## config.mk

```make
export PLATFORM = sky130hd
export DESIGN_NAME = ltssm_polling_ctrl_flat
export DESIGN_NICKNAME = d
export VERILOG_FILES = /design/src/rtl/ltssm_polling_ctrl_if.sv /design/src/rtl/ltssm_polling_ctrl.sv /design/src/flat_wrapper.sv
export SDC_FILE = /design/constraint.sdc
export NUM_CORES = 1
export LEC_CHECK = 0
export ABC_AREA = 1
export CAP_MARGIN = 20
export CELL_PAD_IN_SITES_DETAIL_PLACEMENT = 1
export CELL_PAD_IN_SITES_GLOBAL_PLACEMENT = 2
export CORE_ASPECT_RATIO = 0.5
export CORE_MARGIN = 10
export CORE_UTILIZATION = 39
export CTS_CLUSTER_DIAMETER = 150
export DETAILED_ROUTE_END_ITERATION = 6
export GPL_TIMING_DRIVEN = 0
export PLACE_DENSITY_LB_ADDON = 0.1
export SLEW_MARGIN = 20
export SYNTH_ARGS = -nofsm -noshare
export SYNTH_HDL_FRONTEND = slang
export SYNTH_SLANG_ARGS = --single-unit
```

## constraint.sdc

```tcl
create_clock -name clk_i -period 4.7 [get_ports clk_i]
set_input_delay 0.47 -clock clk_i [delete_from_list [all_inputs] [get_ports clk_i]]
set_output_delay 0.47 -clock clk_i [all_outputs]
set_load 0.1 [all_outputs]
```

## src/rtl/ltssm_polling_ctrl_if.sv

```systemverilog
// Polling controller handshake: launch/lane-status inputs from the top-level LTSSM
// and RX qualifiers in, ordered-set transmit request and outcome pulses out.
interface ltssm_polling_ctrl_if #(
    parameter int NUM_LANES = 1
);
    logic                 start_i;
    logic [NUM_LANES-1:0] lane_detected_i;
    logic [NUM_LANES-1:0] rx_ts_valid_i;
    logic [NUM_LANES-1:0] rx_ts_is_ts2_i;
    logic [NUM_LANES-1:0] rx_ts_compl_i;
    logic [NUM_LANES-1:0] rx_os_bad_i;
    logic                 exit_compliance_i;
    logic                 os_ack_i;
    logic                 os_req_o;
    logic [1:0]           os_type_o;
    logic [NUM_LANES-1:0] lane_mask_o;
    logic [1:0]           state_o;
    logic                 done_o;
    logic                 to_detect_o;

    modport master (
        output start_i, lane_detected_i, rx_ts_valid_i, rx_ts_is_ts2_i,
               rx_ts_compl_i, rx_os_bad_i, exit_compliance_i, os_ack_i,
        input  os_req_o, os_type_o, lane_mask_o, state_o, done_o, to_detect_o
    );

    modport slave (
        input  start_i, lane_detected_i, rx_ts_valid_i, rx_ts_is_ts2_i,
               rx_ts_compl_i, rx_os_bad_i, exit_compliance_i, os_ack_i,
        output os_req_o, os_type_o, lane_mask_o, state_o, done_o, to_detect_o
    );
endinterface

```

## src/rtl/ltssm_polling_ctrl.sv

```systemverilog
// LTSSM Polling sub-state controller: drives TS1 / compliance / TS2 transmission
// and qualifies per-lane received training sets to pick CONFIGURATION or DETECT.
module ltssm_polling_lane #(
    parameter int RX_CONSEC = 8
) (
    input  logic clk_i,
    input  logic rst_ni,
    input  logic clr_i,
    input  logic inc_i,
    input  logic zap_i,
    output logic ok_o
);
    localparam int CW = $clog2(RX_CONSEC + 1);
    localparam logic [CW-1:0] CAP = CW'(RX_CONSEC);

    logic [CW-1:0] cnt_q;

    // A bad set in the same cycle as a valid one breaks the run.
    always_ff @(posedge clk_i or negedge rst_ni) begin
        if (!rst_ni)                  cnt_q <= '0;
        else if (clr_i || zap_i)      cnt_q <= '0;
        else if (inc_i && cnt_q < CAP) cnt_q <= cnt_q + CW'(1);
    end

    assign ok_o = (cnt_q >= CAP);
endmodule

module ltssm_polling_ctrl #(
    parameter int NUM_LANES           = 1,
    parameter int TX_TS1_MIN          = 1024,
    parameter int TX_TS2_MIN          = 16,
    parameter int RX_CONSEC           = 8,
    parameter int POLL_TIMEOUT_CYCLES = 6000000,
    parameter int CFG_TIMEOUT_CYCLES  = 12000000
) (
    input logic                 clk_i,
    input logic                 rst_ni,
    ltssm_polling_ctrl_if.slave bus
);
    localparam int TMAX = (POLL_TIMEOUT_CYCLES > CFG_TIMEOUT_CYCLES) ?
                          POLL_TIMEOUT_CYCLES : CFG_TIMEOUT_CYCLES;
    localparam int TW   = $clog2(TMAX) + 1;
    localparam int XMAX = (TX_TS1_MIN > TX_TS2_MIN) ? TX_TS1_MIN : TX_TS2_MIN;
    localparam int XW   = $clog2(XMAX + 1);

    localparam logic [TW-1:0] POLL_LAST = TW'(POLL_TIMEOUT_CYCLES - 1);
    localparam logic [TW-1:0] CFG_LAST  = TW'(CFG_TIMEOUT_CYCLES - 1);
    localparam logic [XW-1:0] TS1_CAP   = XW'(TX_TS1_MIN);
    localparam logic [XW-1:0] TS2_CAP   = XW'(TX_TS2_MIN);

    typedef enum logic [1:0] {
        S_IDLE   = 2'd0,
        S_ACTIVE = 2'd1,
        S_COMPL  = 2'd2,
        S_CONFIG = 2'd3
    } state_e;

    state_e               state_q, state_d;
    logic [NUM_LANES-1:0] mask_q, mask_d;
    logic                 done_d, todet_d;
    logic                 os_req_q, done_q, todet_q;
    logic [1:0]           os_type_q, os_type_d;
    logic [TW-1:0]        timer_q;
    logic [XW-1:0]        tx_q, tx_cap;
    logic                 compl_q, ts2_q;
    logic                 clr, ack_cnt, all_ok, any_ok;
    logic [NUM_LANES-1:0] lane_ok, inc, zap, vld_m;

    // Unmasked lanes never block success and never count toward it.
    assign all_ok = &(lane_ok | ~mask_q);
    assign any_ok = |(lane_ok & mask_q);

    always_ff @(posedge clk_i or negedge rst_ni) begin
        if (!rst_ni) state_q <= S_IDLE;
        else         state_q <= state_d;
    end

    always_comb begin
        state_d = state_q;
        mask_d  = mask_q;
        done_d  = 1'b0;
        todet_d = 1'b0;
        case (state_q)
            S_IDLE: begin
                if (bus.start_i) begin
                    mask_d = bus.lane_detected_i;
                    if (bus.lane_detected_i == '0) todet_d = 1'b1;
                    else                           state_d = S_ACTIVE;
                end
            end
            S_ACTIVE: begin
                if (tx_q >= TS1_CAP && all_ok) begin
                    state_d = S_CONFIG;
                end else if (timer_q == POLL_LAST) begin
                    if (any_ok)       state_d = S_CONFIG;
                    else if (compl_q) state_d = S_COMPL;
                    else begin
                        state_d = S_IDLE;
                        todet_d = 1'b1;
                    end
                end
            end
            S_COMPL: begin
                if (bus.exit_compliance_i) state_d = S_ACTIVE;
            end
            S_CONFIG: begin
                if (all_ok && tx_q >= TS2_CAP) begin
                    state_d = S_IDLE;
                    done_d  = 1'b1;
                end else if (timer_q == CFG_LAST) begin
                    state_d = S_IDLE;
                    todet_d = 1'b1;
                end
            end
            default: state_d = S_IDLE;
        endcase
    end

    always_comb begin
        os_type_d = 2'd0;
        case (state_d)
            S_ACTIVE: os_type_d = 2'd1;
            S_COMPL:  os_type_d = 2'd3;
            S_CONFIG: os_type_d = 2'd2;
            default:  os_type_d = 2'd0;
        endcase
    end

    // Every state entry starts timer, tx count, lane runs and flags from zero.
    assign clr     = (state_d != state_q) || (state_d == S_IDLE);
    assign tx_cap  = (state_q == S_CONFIG) ? TS2_CAP : TS1_CAP;
    assign ack_cnt = os_req_q && bus.os_ack_i &&
                     ((state_q == S_ACTIVE) || (state_q == S_CONFIG && ts2_q));

    always_comb begin
        vld_m = bus.rx_ts_valid_i & mask_q;
        inc   = '0;
        zap   = '0;
        if (state_q == S_ACTIVE) begin
            inc = vld_m;
            zap = bus.rx_os_bad_i & mask_q;
        end else if (state_q == S_CONFIG) begin
            // Only an unbroken TS2 run qualifies in Configuration.
            inc = vld_m & bus.rx_ts_is_ts2_i;
            zap = (bus.rx_os_bad_i & mask_q) | (vld_m & ~bus.rx_ts_is_ts2_i);
        end
    end

    always_ff @(posedge clk_i or negedge rst_ni) begin
        if (!rst_ni) begin
            mask_q    <= '0;
            os_req_q  <= 1'b0;
            os_type_q <= 2'd0;
            done_q    <= 1'b0;
            todet_q   <= 1'b0;
            timer_q   <= '0;
            tx_q      <= '0;
            compl_q   <= 1'b0;
            ts2_q     <= 1'b0;
        end else begin
            mask_q    <= mask_d;
            os_req_q  <= (state_d != S_IDLE);
            os_type_q <= os_type_d;
            done_q    <= done_d;
            todet_q   <= todet_d;
            if (clr) begin
                timer_q <= '0;
                tx_q    <= '0;
                compl_q <= 1'b0;
                ts2_q   <= 1'b0;
            end else begin
                if (timer_q != '1) timer_q <= timer_q + TW'(1);
                if (ack_cnt && tx_q < tx_cap) tx_q <= tx_q + XW'(1);
                if (state_q == S_ACTIVE && |(vld_m & bus.rx_ts_compl_i)) compl_q <= 1'b1;
                if (state_q == S_CONFIG && |(vld_m & bus.rx_ts_is_ts2_i)) ts2_q <= 1'b1;
            end
        end
    end

    for (genvar l = 0; l < NUM_LANES; l++) begin : g_lane
        ltssm_polling_lane #(.RX_CONSEC(RX_CONSEC)) u_lane (
            .clk_i  (clk_i),
            .rst_ni (rst_ni),
            .clr_i  (clr),
            .inc_i  (inc[l]),
            .zap_i  (zap[l]),
            .ok_o   (lane_ok[l])
        );
    end

    assign bus.os_req_o    = os_req_q;
    assign bus.os_type_o   = os_type_q;
    assign bus.lane_mask_o = mask_q;
    assign bus.state_o     = state_q;
    assign bus.done_o      = done_q;
    assign bus.to_detect_o = todet_q;
endmodule

```

## src/flat_wrapper.sv

```systemverilog
// flat-port wrapper written by rule: the top's interface ports become plain ports
module ltssm_polling_ctrl_flat 
#(
    parameter int NUM_LANES           = 1,
    parameter int TX_TS1_MIN          = 1024,
    parameter int TX_TS2_MIN          = 16,
    parameter int RX_CONSEC           = 8,
    parameter int POLL_TIMEOUT_CYCLES = 6000000,
    parameter int CFG_TIMEOUT_CYCLES  = 12000000
)
  (clk_i, rst_ni, bus_start_i, bus_lane_detected_i, bus_rx_ts_valid_i, bus_rx_ts_is_ts2_i, bus_rx_ts_compl_i, bus_rx_os_bad_i, bus_exit_compliance_i, bus_os_ack_i, bus_os_req_o, bus_os_type_o, bus_lane_mask_o, bus_state_o, bus_done_o, bus_to_detect_o);
  ltssm_polling_ctrl_if #(.NUM_LANES(NUM_LANES)) bus_i ();
  input logic clk_i;
  input logic rst_ni;
  input wire logic [$bits(bus_i.start_i)-1:0] bus_start_i;
  input wire logic [$bits(bus_i.lane_detected_i)-1:0] bus_lane_detected_i;
  input wire logic [$bits(bus_i.rx_ts_valid_i)-1:0] bus_rx_ts_valid_i;
  input wire logic [$bits(bus_i.rx_ts_is_ts2_i)-1:0] bus_rx_ts_is_ts2_i;
  input wire logic [$bits(bus_i.rx_ts_compl_i)-1:0] bus_rx_ts_compl_i;
  input wire logic [$bits(bus_i.rx_os_bad_i)-1:0] bus_rx_os_bad_i;
  input wire logic [$bits(bus_i.exit_compliance_i)-1:0] bus_exit_compliance_i;
  input wire logic [$bits(bus_i.os_ack_i)-1:0] bus_os_ack_i;
  output wire logic [$bits(bus_i.os_req_o)-1:0] bus_os_req_o;
  output wire logic [$bits(bus_i.os_type_o)-1:0] bus_os_type_o;
  output wire logic [$bits(bus_i.lane_mask_o)-1:0] bus_lane_mask_o;
  output wire logic [$bits(bus_i.state_o)-1:0] bus_state_o;
  output wire logic [$bits(bus_i.done_o)-1:0] bus_done_o;
  output wire logic [$bits(bus_i.to_detect_o)-1:0] bus_to_detect_o;
  assign bus_i.start_i = bus_start_i;
  assign bus_i.lane_detected_i = bus_lane_detected_i;
  assign bus_i.rx_ts_valid_i = bus_rx_ts_valid_i;
  assign bus_i.rx_ts_is_ts2_i = bus_rx_ts_is_ts2_i;
  assign bus_i.rx_ts_compl_i = bus_rx_ts_compl_i;
  assign bus_i.rx_os_bad_i = bus_rx_os_bad_i;
  assign bus_i.exit_compliance_i = bus_exit_compliance_i;
  assign bus_i.os_ack_i = bus_os_ack_i;
  assign bus_os_req_o = bus_i.os_req_o;
  assign bus_os_type_o = bus_i.os_type_o;
  assign bus_lane_mask_o = bus_i.lane_mask_o;
  assign bus_state_o = bus_i.state_o;
  assign bus_done_o = bus_i.done_o;
  assign bus_to_detect_o = bus_i.to_detect_o;
  ltssm_polling_ctrl #(.NUM_LANES(NUM_LANES), .TX_TS1_MIN(TX_TS1_MIN), .TX_TS2_MIN(TX_TS2_MIN), .RX_CONSEC(RX_CONSEC), .POLL_TIMEOUT_CYCLES(POLL_TIMEOUT_CYCLES), .CFG_TIMEOUT_CYCLES(CFG_TIMEOUT_CYCLES)) u_core (.clk_i(clk_i), .rst_ni(rst_ni), .bus(bus_i));
endmodule
```

==> results of run 1 <==
## area by class of cell
| class | instances | area, um^2 |
|---|---|---|
| timing repair buffer | 17 | 168 |
| clock buffer | 8 | 166 |
| sequential | 50 | 1250 |
| fill | 975 | 4310 |
| tap | 112 | 140 |
| multi-input combinational | 277 | 1640 |
| buffer | 4 | 65.1 |
| inverter | 54 | 203 |
## flip-flops by register name, summed over array words and instances, names as in the netlist, 2 cells and up
| name | flops |
|---|---|
| u_core.bus.state_o | 2 |
| u_core.tx_q | 11 |
| u_core.timer_q | 25 |
| u_core.bus.os_type_o | 2 |
| u_core.g_lane.u_lane.cnt_q | 4 |
## through the flow
step | area [um^2] | cells | worst slack, ns | util, % | hold slack (ns)
final | 3630 | 522 | 1.91 | 45.7 | 0.199
after detailed placement | 3460 | 514 | 1.90 | 43.6 | 0.524
after global placement | 3470 | 514 | 1.55 | 43.6 | 0.518
after floorplan | 3160 | 385 | 1.90 | - | 0.174
after global routing | 3630 | 522 | 1.63 | 45.7 | 0.263
after CTS | 3630 | 522 | 1.89 | 45.7 | 0.242
## layer usage
metal | share of wire [%] | wire, um
met1 | 51 | 3880
met2 | 45 | 3460
met3 | 3.1 | 234
met4 | 0.66 | 50
met5 | 0 | 0
## critical path, cell delays in order, from the launching register on
cell and delay (ns):
dfrtp_1 0.39, ha_1 0.18, nand2_1 0.07, inv_1 0.08
nand2_1 0.11, nor2_1 0.23, nand2_1 0.12, nand2_1 0.07
nand2_1 0.05, a21boi_1 0.32, nor2_1 0.14, ha_1 0.20
inv_1 0.07, nand2_1 0.08, nor2_4 0.16, nand2_4 0.15
buf_12 0.21, nor2_4 0.08
## synthesized netlist by cell type
cell / n
mux2_2: 1
buf_2: 1
a21boi_1: 1
ha_1: 9
a21oi_1: 4
or2_2: 1
nor2_1: 56
nand3_1: 27
o21ai_1: 1
buf_12: 3
nand2_4: 1
nor3_1: 8
dfrtp_1: 50
inv_1: 51
o21ai_0: 9
nor4_1: 1
nor2_2: 3
nand2_2: 4
xnor2_1: 3
a31oi_1: 3
o211ai_1: 1
inv_2: 3
nand3_2: 2
nor3b_1: 1
nand2_1: 77
o221ai_1: 1
nor2_4: 31
xor2_1: 21
nand4_1: 8
and3_1: 1
or2_0: 1
o21ai_2: 1
## power by group
group	leakage, nW	total [mW]	switching, mW	internal, mW
Clock	0.0832	0.413	0.172	0.242
Combinational	0.909	0.0170	0.0105	0.00655
Sequential	0.663	0.430	0	0.430
## how the worst max path moves through the flow
stage / start / to / slack, ns
after floorplan: u_core.bus.state_o[0]$_DFF_PN0_ / u_core.compl_q$_DFFE_PN0P_ / 1.90
after global placement: rst_ni / u_core.bus.state_o[1]$_DFF_PN0_ / 1.55
after detailed placement: u_core.timer_q[0]$_DFFE_PN0P_ / u_core.tx_q[1]$_DFFE_PN0P_ / 1.90
after CTS: u_core.timer_q[0]$_DFFE_PN0P_ / u_core.timer_q[2]$_DFFE_PN0P_ / 1.89
after global routing: u_core.timer_q[0]$_DFFE_PN0P_ / u_core.tx_q[1]$_DFFE_PN0P_ / 1.63
final: u_core.timer_q[0]$_DFFE_PN0P_ / u_core.ts2_q$_DFFE_PN0P_ / 1.91
## logic make-up after synthesis
family	Yosys count	synth area share, %
buffers and inverters	58	8.49
DFF	50	39.7
AOI/OAI and AO/OA	21	3.85
adders and majority gates	9	3.57
xor gates and xnor gates	24	6.66
and+or+nand+nor	222	37.4
muxes	1	0.357
==> flow_summary_export.csv, run 1 <==
group,metric,value,unit
timing,fin_crit,2.79,ns
setup_path,crit_arrival,3.03,ns
cts,clk_pin_slew,0.07,ns
placed_design,gp_congestion,0.831,
routing,via_per_inst,4.68,
setup_path,reg2reg_from,"u_core.timer_q[0]$_DFFE_PN0P_",
timing,relSlewSlack,34.7,%
routing,drtIter0Drc,91,
global_routing,grt_pass1_wl,13200,um
global_routing,antenna_found_initial,0,
routing,drc,0,
floorplan,dieArea,12300,um^2
global_routing,grt_use_met3,3.73,%
setup_path,end_kind,"register",
global_routing,use_met2,20.6,%
global_routing,grt_start_max_net_pins,51,
floorplan,io_pins,18,
setup_path,critPathKind,"reg -> reg",
timing,final_hold_viol_count,0,
global_routing,track_usage,12.9,%
global_routing,top_usage_layer,"met2",
routing,drtPass1Iterations,4,
cts,postCtsSetupBuffers,0,
timing,setup_tns,0,ns
setup_path,start_kind,"register",
timing,setup_viol,0,
floorplan,core,7940,um^2
cts,clock_sinks,50,
yosys,synth.distinct_cells,32,
layout,nets,428,
routing,wl_per_cell,14.6,um
yosys,synthesis.nets,404,
cts,root_buffer,"clkbuf_16",
floorplan,die-height,83.6,um
timing,timing.final.crit_share,59.5,%
yosys,synth_top_cell_area_share,39.7,%
layout,final_common_cell,"nand2_1",
layout,drive_above_1_share,14.6,%
routing,wl,7630,um
layout,final_cell_mix,"nand2_1, nor2_1, inv_1",
cts,cts_resized,0,
power,powerDensity,237,nW/um^2
placed_design,io_buffer_count,17,
power,ir_drop,0.000141,V
yosys,synth_area_leaders,"dfrtp_1, nor2_4, nand2_1, nor2_1, inv_1",
setup_path,worst-r2r-setup-slack,1.91,ns
yosys,yosys.area.top_type,"dfrtp_1",
min_path,hold_class,"in -> async",
placed_design,dp_hpwl,5870,um
setup_path,worstPathMaxFanout,10,
floorplan,start_util,39.7,%
yosys,netlist_area,3160,um^2
setup_path,worstRegToRegCells,17,
setup_path,critPathRequiredTime,4.93,ns
global_routing,grt-ovfl-total,0,
cts,cts_buffers,5,
layout,syn_to_final_growth,15.0,%
yosys,seq_area_frac_synth,39.7,%
timing,max_freq,358,MHz
timing,skew,0.00534,ns
run,cap_viol_max_count,0,
power,p_leak,1.66,nW
status,status,"complete, no violations",
routing,vias,2445,
global_routing,grt_pass1_vias,2637,
timing,rsz0062_at_grt,"false",
routing,postRouteAntennaNets,0,
setup_path,rr_endpoint,"u_core.ts2_q$_DFFE_PN0P_",
yosys,synth-seq-cells,50,
yosys,avgSynthCellArea,8.20,um^2
floorplan,die_w,147,um
cts,htree_levels,2,
cts,ctsHoldBuffers,0,
yosys,yosys_warnings,0,
cts,cts_tree,"built",
cts,clockBufferDepth,2,
yosys,syn-instance-count,385,
timing,worstMarginPinSlew,0.977,ns
power,total_power,860,uW
cts,worstSkewPairLatency,0.30,ns
timing,slew_viol_final,0,
floorplan,num_rows,23,
global_routing,grt_use_met1,17.1,%
layout,antenna_cells,0,
Power figures use the tool's default switching activity.
==> run 2: changes to the inputs <==
Settings changed: CORE_UTILIZATION 39 to 33.
Clock period 4.7 ns to 2.2 ns, I/O delays scaled along.
==> run 2 against run 1 <==
  * Critical endpoint is now u_core.timer_q[9]$_DFFE_PN0P_
  * Maximum frequency is 19% higher
  * The flow now finishes with violations (setup timing)
  * Via count is 8.8% higher
  * Sequential power is 110% higher
==> flow_summary_export.csv, run 2 (synthesis gave the netlist of run 1 again) <==
group,metric,value,unit
status,status,"finished, violations left",
status,violations,"setup timing",
timing,final_hold_viol_count,0,
global_routing,antenna_found_initial,0,
setup_path,worstPathMaxFanout,5,
setup_path,worstRegToRegCells,18,
power,p_comb_share,2.1,%
global_routing,grt-ovfl-total,0,
routing,drc,0,
timing,fin_crit,2.34,ns
timing,setup_viol,40,
placed_design,dp_hpwl,6100,um
layout,syn_to_final_growth,34.1,%
routing,vias,2660,
layout,top_register,"u_core.timer_q",
floorplan,io_pins,18,
min_path,hold_class,"in -> async",
placed_design,gp_congestion,0.797,
layout,nets,466,
routing,via_per_inst,4.67,
routing,drtIter0Drc,131,
layout,multi_input_area,1860,um^2
timing,relSlewSlack,34.6,%
layout,drive_above_1_share,32.1,%
floorplan,dieArea,14100,um^2
timing,timing.final.crit_share,106,%
cts,clockBufferDepth,2,
layout,antenna_cells,0,
power,switching_share,21.7,%
power,p_int,1.42,mW
power,seq_power_share,50.6,%
cts,cts_buffers,5,
cts,cts_tree,"built",
floorplan,die_w,158,um
routing,postRouteAntennaNets,0,
layout,final_cell_mix,"nand2_1, inv_1, dfrtp_1",
power,p_leak,1.90,nW
placed_design,place_ws,-0.484,ns
setup_path,critPathKind,"reg -> reg",
floorplan,num_rows,25,
routing,wl_per_cell,15.2,um
floorplan,die-height,89.1,um
global_routing,grt_pass1_wl,14600,um
cts,clk_pin_slew,0.07,ns
setup_path,worst-r2r-setup-slack,-0.14,ns
routing,wl,8670,um
cts,htree_levels,2,
run,cap_viol_max_count,0,
floorplan,core,9380,um^2
layout,largest_registers,"u_core.timer_q x25, u_core.tx_q x11, u_core.g_lane.u_lane.cnt_q x4",
timing,worstMarginPinSlew,0.979,ns
cts,clock_sinks,50,
layout,fill_cells,1103,
placed_design,io_buffer_count,17,
timing,setup_tns,-3.05,ns
cts,worstSkewPairLatency,0.29,ns
timing,max_freq,427,MHz
floorplan,start_util,33.6,%
setup_path,start_kind,"register",
power,switching_power,394,uW
global_routing,track_usage,13.0,%
setup_path,crit_arrival,2.57,ns
global_routing,grt_pass1_vias,2875,
power,powerDensity,429,nW/um^2
setup_path,end_kind,"register",
setup_path,critPathRequiredTime,2.42,ns
timing,skew,0.00695,ns
power,ir_drop,0.000268,V
timing,rsz0062_at_grt,"true",
timing,slew_viol_final,0,
routing,drtPass1Iterations,4,
global_routing,grt_start_max_net_pins,51,
power,p_clk_share,47.3,%
timing,worst_slack,-0.143,ns
layout,seq_area,1260,um^2
layout,largest_reg_flops,25,
cts,root_buffer,"clkbuf_16",
layout,final_common_cell,"nand2_1",
==> run 2: metal layers <==
| metal | up-vias | share of wire [%] | track usage, % |
|---|---|---|---|
| met5 | - | 0 | 0 |
| li1 | 1322 | - | - |
| met4 | 0 | 0.38 | 2.34 |
| met1 | 1314 | 49 | 17.0 |
| met3 | 4 | 3.4 | 3.51 |
| met2 | 20 | 47 | 21.4 |
==> run 2: path summary, 6_finish.rpt <==
kind / startpoint / end
worst max-delay path: u_core.timer_q[1]$_DFFE_PN0P_ / u_core.timer_q[9]$_DFFE_PN0P_
worst min-delay path: rst_ni / u_core.timer_q[5]$_DFFE_PN0P_
worst max register to register: u_core.timer_q[1]$_DFFE_PN0P_ / u_core.timer_q[9]$_DFFE_PN0P_
worst min register to register: u_core.ts2_q$_DFFE_PN0P_ / u_core.ts2_q$_DFFE_PN0P_
max in group asynchronous: rst_ni / u_core.bus.state_o[0]$_DFF_PN0_
min in group clk_i: u_core.ts2_q$_DFFE_PN0P_ / u_core.ts2_q$_DFFE_PN0P_
==> run 2: critical path, stage by stage, from the launching register on <==
cell and delay (ns):
dfrtp_1 0.41, ha_4 0.17, nand2_4 0.07, inv_4 0.07
nand2_4 0.06, nor2_4 0.15, nand2_2 0.08, nand2_2 0.06
nand2_2 0.06, a21boi_4 0.19, nor2_4 0.06, ha_4 0.15
inv_2 0.06, nand2_2 0.05, nor2_4 0.15, nand2_8 0.10
buf_12 0.15, buf_12 0.14, nor2_4 0.08
==> run 2: power by group through the flow <==
stage / sequential (mW) / clock [mW] / combinational, mW
after global placement: 0.937 / 0 / 0.0388
after detailed placement: 0.937 / 0 / 0.0393
final: 0.918 / 0.858 / 0.0386
after floorplan: 0.937 / 0 / 0.00127
after global routing: 0.918 / 0.921 / 0.0435
after CTS: 0.918 / 0.879 / 0.0409
==> run 2: stage by stage <==
stage	utilization [%]	total power [mW]	area (um^2)	hold WS, ns	std cells
4_1_cts	42.8	1.84	4020	0.540	558
2_1_floorplan	-	0.938	3180	-0.0756	385
5_1_grt	45.1	1.88	4230	0.565	569
3_3_place_gp	37.3	0.976	3500	0.518	523
6_report	45.1	1.81	4230	0.483	569
3_5_place_dp	37.3	0.976	3500	0.312	523
==> run 2: layout make-up <==
| type | count | share of cell area, % |
|---|---|---|
| Buffer | 3 | 1.21 |
| Clock buffer | 7 | 3.61 |
| Clock inverter | 1 | 0.207 |
| Inverter | 54 | 4.85 |
| Multi-Input combinational cell | 277 | 44.0 |
| Sequential cell | 50 | 29.9 |
| Tap cell | 121 | 3.58 |
| Timing Repair Buffer | 56 | 12.6 |
==> run 2: what timing repair did <==
item | in CTS | in global routing
endpoints found under the setup margin | 43 | 44
resized for setup | 31 | 35
buffers inserted | 25 | 11
gates cloned | 2 | 0
hold endpoints to repair | 11 | 0
hold buffers | 1 | 0
pin swaps | 14 | 16
